--- config.mk ---
export PLATFORM = sky130hd
export DESIGN_NAME = wallace_mac_controller
export DESIGN_NICKNAME = d
export VERILOG_FILES = /design/src/rtl/wallace_mac_controller.sv
export SDC_FILE = /design/constraint.sdc
export NUM_CORES = 1
export LEC_CHECK = 0
export ABC_AREA = 1
export CAP_MARGIN = 20
export CELL_PAD_IN_SITES_DETAIL_PLACEMENT = 1
export CELL_PAD_IN_SITES_GLOBAL_PLACEMENT = 2
export CORE_UTILIZATION = 26
export CTS_BUF_LIST = sky130_fd_sc_hd__clkbuf_4 sky130_fd_sc_hd__clkbuf_8 sky130_fd_sc_hd__clkbuf_16
export DETAILED_ROUTE_END_ITERATION = 7
export GPL_TIMING_DRIVEN = 1
export PLACE_DENSITY_LB_ADDON = 0.1
export RECOVER_POWER = 25
export SLEW_MARGIN = 20
export SYNTH_ARGS = -nofsm -noshare
export SYNTH_HDL_FRONTEND = slang
export SYNTH_SLANG_ARGS = --single-unit
--- constraint.sdc ---
create_clock -name clk -period 2.65 [get_ports clk]
set_input_delay 0.795 -clock clk [delete_from_list [all_inputs] [get_ports clk]]
set_output_delay 0.795 -clock clk [all_outputs]
set_load 0.02 [all_outputs]
--- src/rtl/wallace_mac_controller.sv ---
// Dot-product controller for an 8x8 Wallace tree multiplier (external, combinational).
// Ports: start/len cmd, in_valid/in_ready pairs, mul_a/mul_b/mul_p, out_valid/out_ready result, busy.
module wallace_mac_controller #(
  parameter int ACC_W = 24,
  parameter int CNT_W = 8
) (
  input  logic             clk,
  input  logic             rst,
  input  logic             start,
  input  logic [CNT_W-1:0] len,
  input  logic             in_valid,
  output logic             in_ready,
  input  logic [7:0]       in_a,
  input  logic [7:0]       in_b,
  output logic [7:0]       mul_a,
  output logic [7:0]       mul_b,
  input  logic [15:0]      mul_p,
  output logic             out_valid,
  input  logic             out_ready,
  output logic [ACC_W-1:0] out_acc,
  output logic             out_ovf,
  output logic             busy
);

  typedef enum logic [1:0] {
    IDLE,
    ACCUM,
    DRAIN,
    DONE
  } state_t;

  state_t           state;
  logic [CNT_W-1:0] remaining;
  logic             s1_valid;
  logic             s2_valid;
  logic [15:0]      prod;
  logic [ACC_W-1:0] acc;
  logic             ovf;
  logic             accept;
  logic [ACC_W:0]   sum;

  assign in_ready  = (state == ACCUM) && (remaining != '0);
  assign accept    = in_valid && in_ready;
  assign sum       = {1'b0, acc} + (ACC_W+1)'(prod);
  assign out_valid = (state == DONE);
  assign busy      = (state != IDLE);
  assign out_acc   = acc;
  assign out_ovf   = ovf;

  always_ff @(posedge clk or posedge rst) begin
    if (rst) begin
      state     <= IDLE;
      remaining <= '0;
      s1_valid  <= 1'b0;
      s2_valid  <= 1'b0;
      mul_a     <= '0;
      mul_b     <= '0;
      prod      <= '0;
      acc       <= '0;
      ovf       <= 1'b0;
    end else begin
      // stage 0: register operands toward the multiplier
      s1_valid <= accept;
      if (accept) begin
        mul_a     <= in_a;
        mul_b     <= in_b;
        remaining <= remaining - CNT_W'(1);
      end
      // stage 1: capture the multiplier product
      s2_valid <= s1_valid;
      if (s1_valid) begin
        prod <= mul_p;
      end
      // stage 2: accumulate, sticky carry-out
      if (s2_valid) begin
        acc <= sum[ACC_W-1:0];
        if (sum[ACC_W]) begin
          ovf <= 1'b1;
        end
      end
      unique case (state)
        IDLE: begin
          if (start) begin
            remaining <= len;
            acc       <= '0;
            ovf       <= 1'b0;
            state     <= (len != '0) ? ACCUM : DONE;
          end
        end
        ACCUM: begin
          if (accept && remaining == CNT_W'(1)) begin
            state <= DRAIN;
          end
        end
        DRAIN: begin
          // remaining is zero here, so an empty stage 1 means the
          // product being added this edge is the last one
          if (s2_valid && !s1_valid) begin
            state <= DONE;
          end
        end
        DONE: begin
          if (out_ready) begin
            state <= IDLE;
          end
        end
      endcase
    end
  end

endmodule

==> summary.txt <==
Power and ir drop
  • Logic gate share of total power: between 50% and 60%
  • VDD IR max: 0.4098 mV
  • P_leak: around 0.0029 uW
  • Clk pwr share: around a fifth
  • Int Pwr: between 3000 and 4000 uW
  • Sequential share of power: between 20% and 30%
  • Pwr Density: 1213 mW/mm^2
  • Switch Pwr: 3187 uW
  • Switching portion of total power: between 40% and 50%

Yosys
  • Mean area per synthesized cell: a little over 7 um^2
  • Post-synth top flop: dfrtp_1
  • Async set or reset register ratio after synthesis: between 90% and 100%
  • Synth top area share: between 40% and 50%
  • Cell variety after synth: 37
  • Synth top cells by count: nand2_1, dfrtp_1, nor2_1
  • Area contributors post-synth: dfrtp_1, nand2_1, ha_1
  • Post-synthesis cell area: 0.004239 mm^2
  • Synthesized instance count: about 600
  • Top-count cell post-synth: nand2_1
  • Syn_nets: approximately 670
  • Synthesized flop and latch total: just under 70
  • Yosys warning count: 0
  • Largest area contributor in the netlist: dfrtp_1
  • Seq/Total Area, Yosys: 40.73%
  • EDFF count, synth: 0

Critical path
  • Startpoint Class: flip-flop
  • CP Capture Type: output port
  • CP Data Arrival Time: about 1.8 ns
  • CP Class: flip-flop to output port
  • Worst Path Max Fanout: 4
  • Worst Path Required: roughly 1.9 ns

Layout
  • Reg area: 0.001727 mm^2
  • Fillcell total: roughly 2000
  • Layout Area Growth over Synthesis: 34.68%
  • Fraction of layout cells with a size suffix above 1: roughly 4.7%
  • Antenna Cells: 0
  • Layout Nets: ~760
  • Fin util: approximately 36%
  • Area occupied by multi-input gates: 0.002173 mm^2

Clock tree
  • CTS root buf: clkbuf_16
  • Clk pin slew, worst setup/hold paths: about 0.06 ns
  • Clock Path Buffers: 2
  • CTS tree: yes
  • Clk Latency, worst-skew pair: 0.35 ns
  • Total CTS buffers: 9
  • Setup fix buffers added after clock tree synthesis: 0
  • Clock tree sinks: between 60 and 70
  • CTS H-tree depth: 3
  • # hold bufs at CTS: 0

Die
  • Die ar.: about 0.017 mm^2
  • Die height: ~130 um
  • Core Area: 0.01589 mm^2
  • Initial Util: between 20% and 30%
  • Top-Level Pins: a little under 90
  • Rows: 46
  • Chip width: between 100 and 150 um

Global routing
  • Largest net degree at the start of global routing: 28
  • Initial antenna violation count: 0
  • First-pass GRT wire length: 22.23 mm
  • Total gr overflow: 0
  • Vias in the first global route: roughly 4300
  • GRT Util Overall: ~17%

Place
  • Buffers on Ports: 88
  • Pre-CTS setup slack: about 0.28 ns
  • HPWL Detailed: approximately 10 mm
  • Placer Congestion: ~0.78

Detailed routing
  • Via density: 4.510
  • First DRT Iteration DRCs: 78
  • DR DRC count: 0
  • Final wirelength: 13.24 mm
  • WL per Instance: approximately 14 um
  • Router iterations before antenna repair: 4
  • Post-DRT Antenna Nets: 0
  • DR vias: 4127

Timing
  • Relative slew slack: a little over a third
  • Fin crit period: 2.554 ns
  • Unrepaired setup endpoints after global routing: false
  • Total Neg Setup Slack: 0 ns
  • Fmax: ~400 MHz
  • Pins over their slew limit: 0
  • Hold slack: between 0.4 and 0.5 ns
  • Crit share post-route: 96.37%
  • Clock skew: roughly 0.0097 ns
  • Final worst-path setup slack: slightly below 0.1 ns
  • # setup viols final: 0
  • Actual transition at the worst max-transition pin: around 0.95 ns
  • Final hold viol count: 0

Status
  • Outcome: complete, no violations

Worst hold path
  • Hold Path Class: flip-flop to flip-flop

Flow run
  • # Max-Cap Violations: 0
## cell usage in the layout (no fill, tap or decap), types with 2 or more instances in the layout
| cell | synthesis | layout |
|---|---|---|
| a21oi_1 | 26 | 26 |
| a31oi_1 | 2 | 2 |
| and2_1 | 3 | 3 |
| buf_4 | 0 | 6 |
| bufinv_16 | 0 | 2 |
| clkbuf_16 | 0 | 9 |
| clkdlybuf4s50_1 | 0 | 86 |
| clkinv_4 | 0 | 2 |
| dfrtp_1 | 69 | 69 |
| ha_1 | 24 | 24 |
| inv_1 | 66 | 66 |
| nand2_1 | 223 | 223 |
| nand3_1 | 40 | 40 |
| nand4_1 | 6 | 6 |
| nor2_1 | 68 | 68 |
| nor3_1 | 6 | 6 |
| nor4_1 | 2 | 2 |
| o211ai_1 | 4 | 4 |
| o21ai_0 | 20 | 20 |
| o21ai_1 | 3 | 3 |
| o21bai_1 | 2 | 2 |
| xnor2_1 | 4 | 4 |
| xor2_1 | 3 | 3 |
## worst paths after layout
path	end	start	slack [ns]	cells past startpoint
max	busy	state[0]$_DFFE_PP0P_	0.1	4
min	mul_b[2]$_DFFE_PP0P_	mul_b[2]$_DFFE_PP0P_	0.48	2
max reg2reg	out_acc[16]$_DFF_PP0_	out_acc[0]$_DFF_PP0_	0.49	10
min reg2reg	mul_b[2]$_DFFE_PP0P_	mul_b[2]$_DFFE_PP0P_	0.48	2
max in group asynchronous	prod[7]$_DFFE_PP0P_	rst	0.40	3
min in group asynchronous	out_acc[22]$_DFF_PP0_	rst	1.10	2
## layout make-up
class | instances | share of cell area, %
flip-flops and latches | 69 | 30.24
well taps | 216 | 4.734
clock inverters | 7 | 1.731
repair buffers | 97 | 16.70
inverters | 69 | 4.580
clock buffers | 9 | 3.945
multi-input cells | 448 | 38.07
## state kept, by name (all words and copies together), names as in the netlist
| register | flops |
|---|---|
| out_acc | 24 |
| state | 2 |
| mul_a | 8 |
| s1_valid | 1 |
| prod | 16 |
| out_ovf | 1 |
| mul_b | 8 |
| remaining | 8 |
| s2_valid | 1 |
## logic make-up after synthesis
group,Yosys count,share of synthesized area (%)
AO/OA/AOI/OAI,61,7.940
buffers and inverters,84,7.999
AND/OR/NAND/NOR,355,34.33
flip-flops,69,40.73
XOR/XNOR,7,1.446
adder cells (fa/ha/maj),25,7.556
## metal layers
| layer | GRT usage [%] | share of wire, % | up-vias | wire [um] |
|---|---|---|---|---|
| li1 | - | - | 2082 | - |
| met1 | 21.87 | 47 | 1975 | 6202 |
| met2 | 29.22 | 48 | 57 | 6335 |
| met3 | 3.633 | 3.7 | 13 | 495 |
| met4 | 6.156 | 1.6 | 0 | 208 |
| met5 | 0 | 0 | - | 0 |
## per-stage QoR
| stage | area [um^2] | total power (uW) | std cells |
|---|---|---|---|
| after floorplan | 4239 | 4269 | 601 |
| after global placement | 5405 | 5555 | 899 |
| after detailed placement | 5405 | 5653 | 899 |
| after CTS | 5728 | 7042 | 915 |
| after global routing | 5709 | 7601 | 915 |
| final | 5709 | 6926 | 915 |
## repair_timing
item,4_1_cts,5_1_grt
endpoints found under the hold margin,0,0
gates resized for setup,1,0
endpoints found under the setup margin,1,0
## critical path, stage by stage, from the launching register on
cell and delay, ns:
dfrtp_1 0.39, inv_1 0.10, ha_1 0.24, inv_1 0.08, clkdlybuf4s50_1 0.60
## power groups by stage
stage	logic, uW	registers, uW	clock network [uW]
after floorplan	2240	2030	0
after global placement	3690	1870	0
after detailed placement	3760	1890	0
after CTS	3790	1880	1380
after global routing	4260	1930	1410
final	3710	1860	1350
No activity file was read; power rests on OpenSTA's default activity.
==> RTL change 1, RTL diff (same flow settings) <==
The parameter `ACC_W` goes from 24 to 48.
--- a/src/rtl/wallace_mac_controller.sv
+++ b/src/rtl/wallace_mac_controller.sv
@@ -2,5 +2,5 @@
 // Ports: start/len cmd, in_valid/in_ready pairs, mul_a/mul_b/mul_p, out_valid/out_ready result, busy.
 module wallace_mac_controller #(
-  parameter int ACC_W = 24,
+  parameter int ACC_W = 48,
   parameter int CNT_W = 8
 ) (
Interface: changed (resized out_acc); port bits go from 89 to 113. The function was not compared with the original's and may differ.
==> RTL change 1 against the unedited design <==
  * Register-to-register slack lost 90 ps
  * Total power grew 12%
  * Sequential cell count grew 24
  * Synthesized area grew 46%
  * Non-clock buffer count grew 27
  * Critical path depth is the same
  * Count of clock-buffer cells in the layout is the same
  * Maximum frequency grew 3.5%
  * Wire length grew 55%
  * Final area grew 41%
  * Setup slack gained 86 ps
  * Largest power group unchanged
==> RTL change 1: results (changes against the unedited design) <==
Outcome - finished, final reports clean (unchanged)
Final nets - 1081 (was 764)
VDD IR-drop max - 0.000398 V (was 0.000410 V)
Max reg flops - 48 (was 24)
Iteration-0 DRC Markers - 174 (was 78)
Initial antenna violation count - 0 (unchanged)
Ys flop type - dfrtp_1 (unchanged)
Cts bufs inserted - 9 (unchanged)
Root Buffer - clkbuf_16 (unchanged)
Top cells by count, synth - nand2_1 (294), inv_1 (127), dfrtp_1 (93) (was nand2_1 (223), dfrtp_1 (69), nor2_1 (68))
Vias in the first global route - 6302 (was 4301)
Register area share after synthesis - 37.5% (was 40.7%)
Max FO, Critical Path - 6 (was 4)
H-tree depth - 3 (unchanged)
Lkg Pwr - 3.91 nW (was 2.88 nW)
Clk_skew - 13.7 ps (was 9.73 ps)
Hold Path Class - reg2reg (unchanged)
Synth area leaders - dfrtp_1 (38%), nand2_1 (18%), inv_1 (7.7%), nand3_1 (5.4%), nor2_1 (5.3%) (was dfrtp_1 (41%), nand2_1 (20%), ha_1 (7.1%), nor2_1 (6.0%), inv_1 (5.8%))
Yosys Warn Count - 0 (unchanged)
Setup bufs post-CTS - 0 (unchanged)
Largest net degree at the start of global routing - 40 (was 28)
DR vias - 5986 (was 4127)
M3 GR Usage - 2.52% (was 3.63%)
Slew margin rel. - 14.2% (was 36.4%)
Syn nets - 966 (was 671)
M1 GR Usage - 25.3% (was 21.9%)
Share of layout cells above drive strength 1 - 9.06% (was 4.72%)
Synth async-reset ratio - 100% (unchanged)
All-layer global routing usage - 17.8% (was 17.3%)
Crit path arrival time - 1670 ps (was 1760 ps)
Detailed Routing Iterations Pass 1 - 4 (unchanged)
First-pass GRT wire length - 33800 um (was 22200 um)
Wirelength per Cell - 15.4 um (was 14.5 um)
Post-synth cell types - 44 (was 37)
DP HPWL - 16000 um (was 10400 um)
Largest buffer count on any clock path - 2 (unchanged)
Routability congestion estimate - 0.796 (was 0.782)
Clock slew at reported path FFs - 80 ps (was 60 ps)
Number of port buffers - 112 (was 88)
Grt met2 use - 28.1% (was 29.2%)
Post-place setup slack - 285 ps (was 275 ps)
RTL change 1: changes by cell type after synthesis, sizes merged, moves of 3 or more:
| cell | unedited run | this run |
|---|---|---|
| nand3 | 42 | 79 |
| inv | 68 | 133 |
| o21ai | 23 | 19 |
| nor2 | 70 | 107 |
| nor3 | 6 | 16 |
| dfrtp | 69 | 93 |
| nand2 | 224 | 312 |
| a21o | 0 | 4 |
| nor3b | 0 | 3 |
| nand3b | 0 | 5 |
| nand4 | 6 | 25 |
| buf | 9 | 12 |
RTL change 1: layout make-up:
type | instances | area, um2
Fill cell | 2974 | 15400
Multi-Input combinational cell | 649 | 3280
Sequential cell | 93 | 2330
Timing Repair Buffer | 124 | 1220
Inverter | 134 | 504
Tap cell | 319 | 399
Clock buffer | 9 | 225
Clock inverter | 7 | 75.1
RTL change 1: timing repair:
action                                  4_1_cts  5_1_grt
gates cloned                                  0        0
endpoints found under the setup margin        1        1
resized for setup                             1        1
RTL change 1: worst max-delay path, cell delays in order (launching register included):
cell,delay [ps]
dfrtp_1,380
inv_1,120
ha_1,250
a21boi_4,200
dlygate4sd2_1,350
RTL change 1: kinds of logic (layout without fill, tap and decap cells):
group	Yosys count	after routing	share of synthesized area, %
compound gates	62	62	5.93
flops	93	93	37.5
simple gates	553	553	40.5
fa+ha+maj	25	25	5.16
xor+xnor	9	9	1.27
buf+inv	154	274	9.60
RTL change 1: stage by stage:
| step | instance area [um2] | instances | hold slack, ps | total power [mW] |
|---|---|---|---|---|
| floorplan | 6210 | 896 | 352 | 5.03 |
| global placement | 7760 | 1319 | 463 | 6.47 |
| detailed placement | 7760 | 1319 | 466 | 6.53 |
| CTS | 8060 | 1335 | 484 | 7.93 |
| global route | 8040 | 1335 | 507 | 8.51 |
| finish | 8040 | 1335 | 481 | 7.78 |
RTL change 1: final timing paths:
kind                              start     endpoint  slack (ps)  depth (start not counted)
setup / recovery           remaining[0]     in_ready         180                          4
hold / removal                 prod[11]     prod[11]         480                          2
setup reg to reg             out_acc[0]  out_acc[24]         400                         13
hold reg to reg                prod[11]     prod[11]         480                          2
max in group asynchronous           rst     state[1]         410                          3
min in group asynchronous           rst      prod[4]        1160                          2
RTL change 1: routing by layer:
layer  vias to the layer above  routed length (um)
li1                       3042                   -
met1                      2848               10600
met2                        87                8960
met3                         9                 756
met4                         0                 196
met5                         -                   0
RTL change 1: power breakdown:
part	internal [mW]	switching, mW	leakage, nW	total, mW
logic	1.57	2.63	2.56	4.19
clock network	0.670	0.692	0.144	1.36
registers	1.86	0.370	1.20	2.23
total	4.10	3.69	3.91	7.78
==> RTL change 2, RTL diff (same flow settings) <==
Made on the original files. Register the output `out_ovf` once more, without a reset; this adds one clock of latency there. The other outputs are not delayed to match.
--- a/src/rtl/wallace_mac_controller.sv
+++ b/src/rtl/wallace_mac_controller.sv
@@ -46,5 +46,7 @@
   assign busy      = (state != IDLE);
   assign out_acc   = acc;
-  assign out_ovf   = ovf;
+  always_ff @(posedge clk) begin
+    out_ovf <= ovf;
+  end
 
   always_ff @(posedge clk or posedge rst) begin
Check against the original RTL: same outputs for any inputs over 10 cycles, from zero or initial values and one cycle with rst high; that may be too few to reach the edited logic, so the function may still have changed.
==> RTL change 2 against the unedited design <==
  * Register-to-register slack better by 90 ps
  * Wire length fell by 0.69%
  * Sequential cell count rose by 1
  * Global-route usage is 0.33 points lower
  * Setup slack gained 130 ps
  * Via count rose by 0.36%
  * Final area grew 0.72%
  * Synthesized area grew 0.47%
  * Total power is essentially flat
==> RTL change 2: results (changes against the unedited design) <==
Root Buffer - clkbuf_16 (unchanged)
Setup bufs post-CTS - 0 (unchanged)
Share of layout cells above drive strength 1 - 4.99% (was 4.72%)
Routability congestion estimate - 0.854 (was 0.782)
Lkg Pwr - 2.92 nW (was 2.88 nW)
Reg2Reg Depth - 10 (unchanged)
Total gr overflow - 0 (unchanged)
Max reg flops - 24 (unchanged)
FF-to-FF setup slack - 580 ps (was 490 ps)
Reg-to-reg startpoint - out_acc[0] (unchanged)
Yosys Warn Count - 0 (unchanged)
Grt met2 use - 29.1% (was 29.2%)
Clock Latency Late Sink - 340 ps
VDD IR-drop max - 0.000431 V (was 0.000410 V)
Post-place setup slack - 280 ps (was 275 ps)
Max FO, Critical Path - 4 (unchanged)
First-pass GRT wire length - 22000 um (was 22200 um)
ANT cells - 0 (unchanged)
Largest buffer count on any clock path - 2 (unchanged)
Min Tclk post-route - 2430 ps (was 2550 ps)
Top cells by count, synth - nand2_1 (223), dfrtp_1 (69), nor2_1 (68) (unchanged)
Number of fill cells in the layout - 1996 (was 1970)
Outcome - finished, final reports clean (unchanged)
Final nets - 767 (was 764)
All-layer global routing usage - 17.0% (was 17.3%)
Hold Path Class - reg2reg (unchanged)
Synth area leaders - dfrtp_1 (41%), nand2_1 (20%), ha_1 (7.1%), nor2_1 (6.0%), inv_1 (5.8%) (unchanged)
Number of port buffers - 88 (unchanged)
Critical Path Source - state[1] (was state[0])
Clock slew at reported path FFs - 60 ps (about the same)
Setup ws final - 222 ps (was 96.1 ps)
Iteration-0 DRC Markers - 109 (was 78)
Detailed Routing Iterations Pass 1 - 4 (unchanged)
H-tree depth - 3 (unchanged)
Vias per cell - 4.51 (about the same)
Cts bufs inserted - 9 (unchanged)
Initial antenna violation count - 0 (unchanged)
Synth async-reset ratio - 98.6% (was 100%)
M1 GR Usage - 21.0% (was 21.9%)
Register area share after synthesis - 41.0% (was 40.7%)
FF-to-FF End - out_acc[20] (was out_acc[16])
Vias in the first global route - 4380 (was 4301)
Wirelength per Cell - 14.3 um (was 14.5 um)
M3 GR Usage - 4.26% (was 3.63%)
Slew margin rel. - 49.6% (was 36.4%)
Crit path capture - in_ready (was busy)
Syn nets - 672 (was 671)
DP HPWL - 10500 um (was 10400 um)
Ys flop type - dfrtp_1 (unchanged)
Largest net degree at the start of global routing - 38 (was 28)
Post-synth cell types - 38 (was 37)
Clk_skew - 8.37 ps (was 9.73 ps)
## RTL change 2: kinds of logic after synthesis
kind of cell | after synthesis | share of synthesized area, %
AOI/OAI and AO/OA | 61 | 7.90
xor gates and xnor gates | 7 | 1.44
adders and majority gates | 25 | 7.52
buffers and inverters | 84 | 7.96
DFF | 70 | 41.0
and+or+nand+nor | 355 | 34.2
## RTL change 2: power by group
part | total (mW) | internal, mW | switching (mW) | leakage (nW)
Combinational | 3.69 | 1.43 | 2.26 | 1.88
Clock | 1.35 | 0.862 | 0.484 | 0.163
Sequential | 1.88 | 1.50 | 0.380 | 0.878
## RTL change 2: timing repair
item,CTS,global route
gates resized for setup,1,1
endpoints found under the setup margin,1,1
hold buffers,0,0
## RTL change 2: metal layers
| metal | up-vias | part of all wire [%] |
|---|---|---|
| met5 | - | 0 |
| met3 | 8 | 4.7 |
| met1 | 1991 | 47 |
| met4 | 0 | 1.1 |
| met2 | 59 | 48 |
| li1 | 2084 | - |
## RTL change 2: layout make-up
type | instances | share of cell area [%]
multi-input cells | 448 | 37.8
flip-flops and latches | 70 | 30.4
inverters | 69 | 4.55
repair buffers | 99 | 16.9
clock buffers | 11 | 4.29
clock inverters | 5 | 1.44
well taps | 216 | 4.70
## RTL change 2: how the worst min path moves through the flow
stage,start,endpoint,slack [ps],depth (start not counted)
after floorplan,ovf,out_ovf,350,0
after global placement,ovf,out_ovf,380,0
after detailed placement,ovf,out_ovf,370,0
after CTS,ovf,out_ovf,390,0
after global routing,ovf,out_ovf,400,0
final,ovf,out_ovf,390,0
## RTL change 2: critical path, cell delays in order, from the launching register on
cell	delay, ps
dfrtp_1	410
inv_1	120
ha_1	240
a21boi_0	180
dlygate4sd2_1	350
## RTL change 2: per-stage QoR
step	util, %	power, mW	area [um2]	std cells	hold slack [ps]
6_report	36.1	6.92	5750	918	394
2_1_floorplan	-	4.28	4260	602	347
3_5_place_dp	34.1	5.67	5440	902	368
4_1_cts	36.2	7.07	5770	918	395
5_1_grt	36.1	7.62	5750	918	405
3_3_place_gp	34.1	5.60	5440	902	376
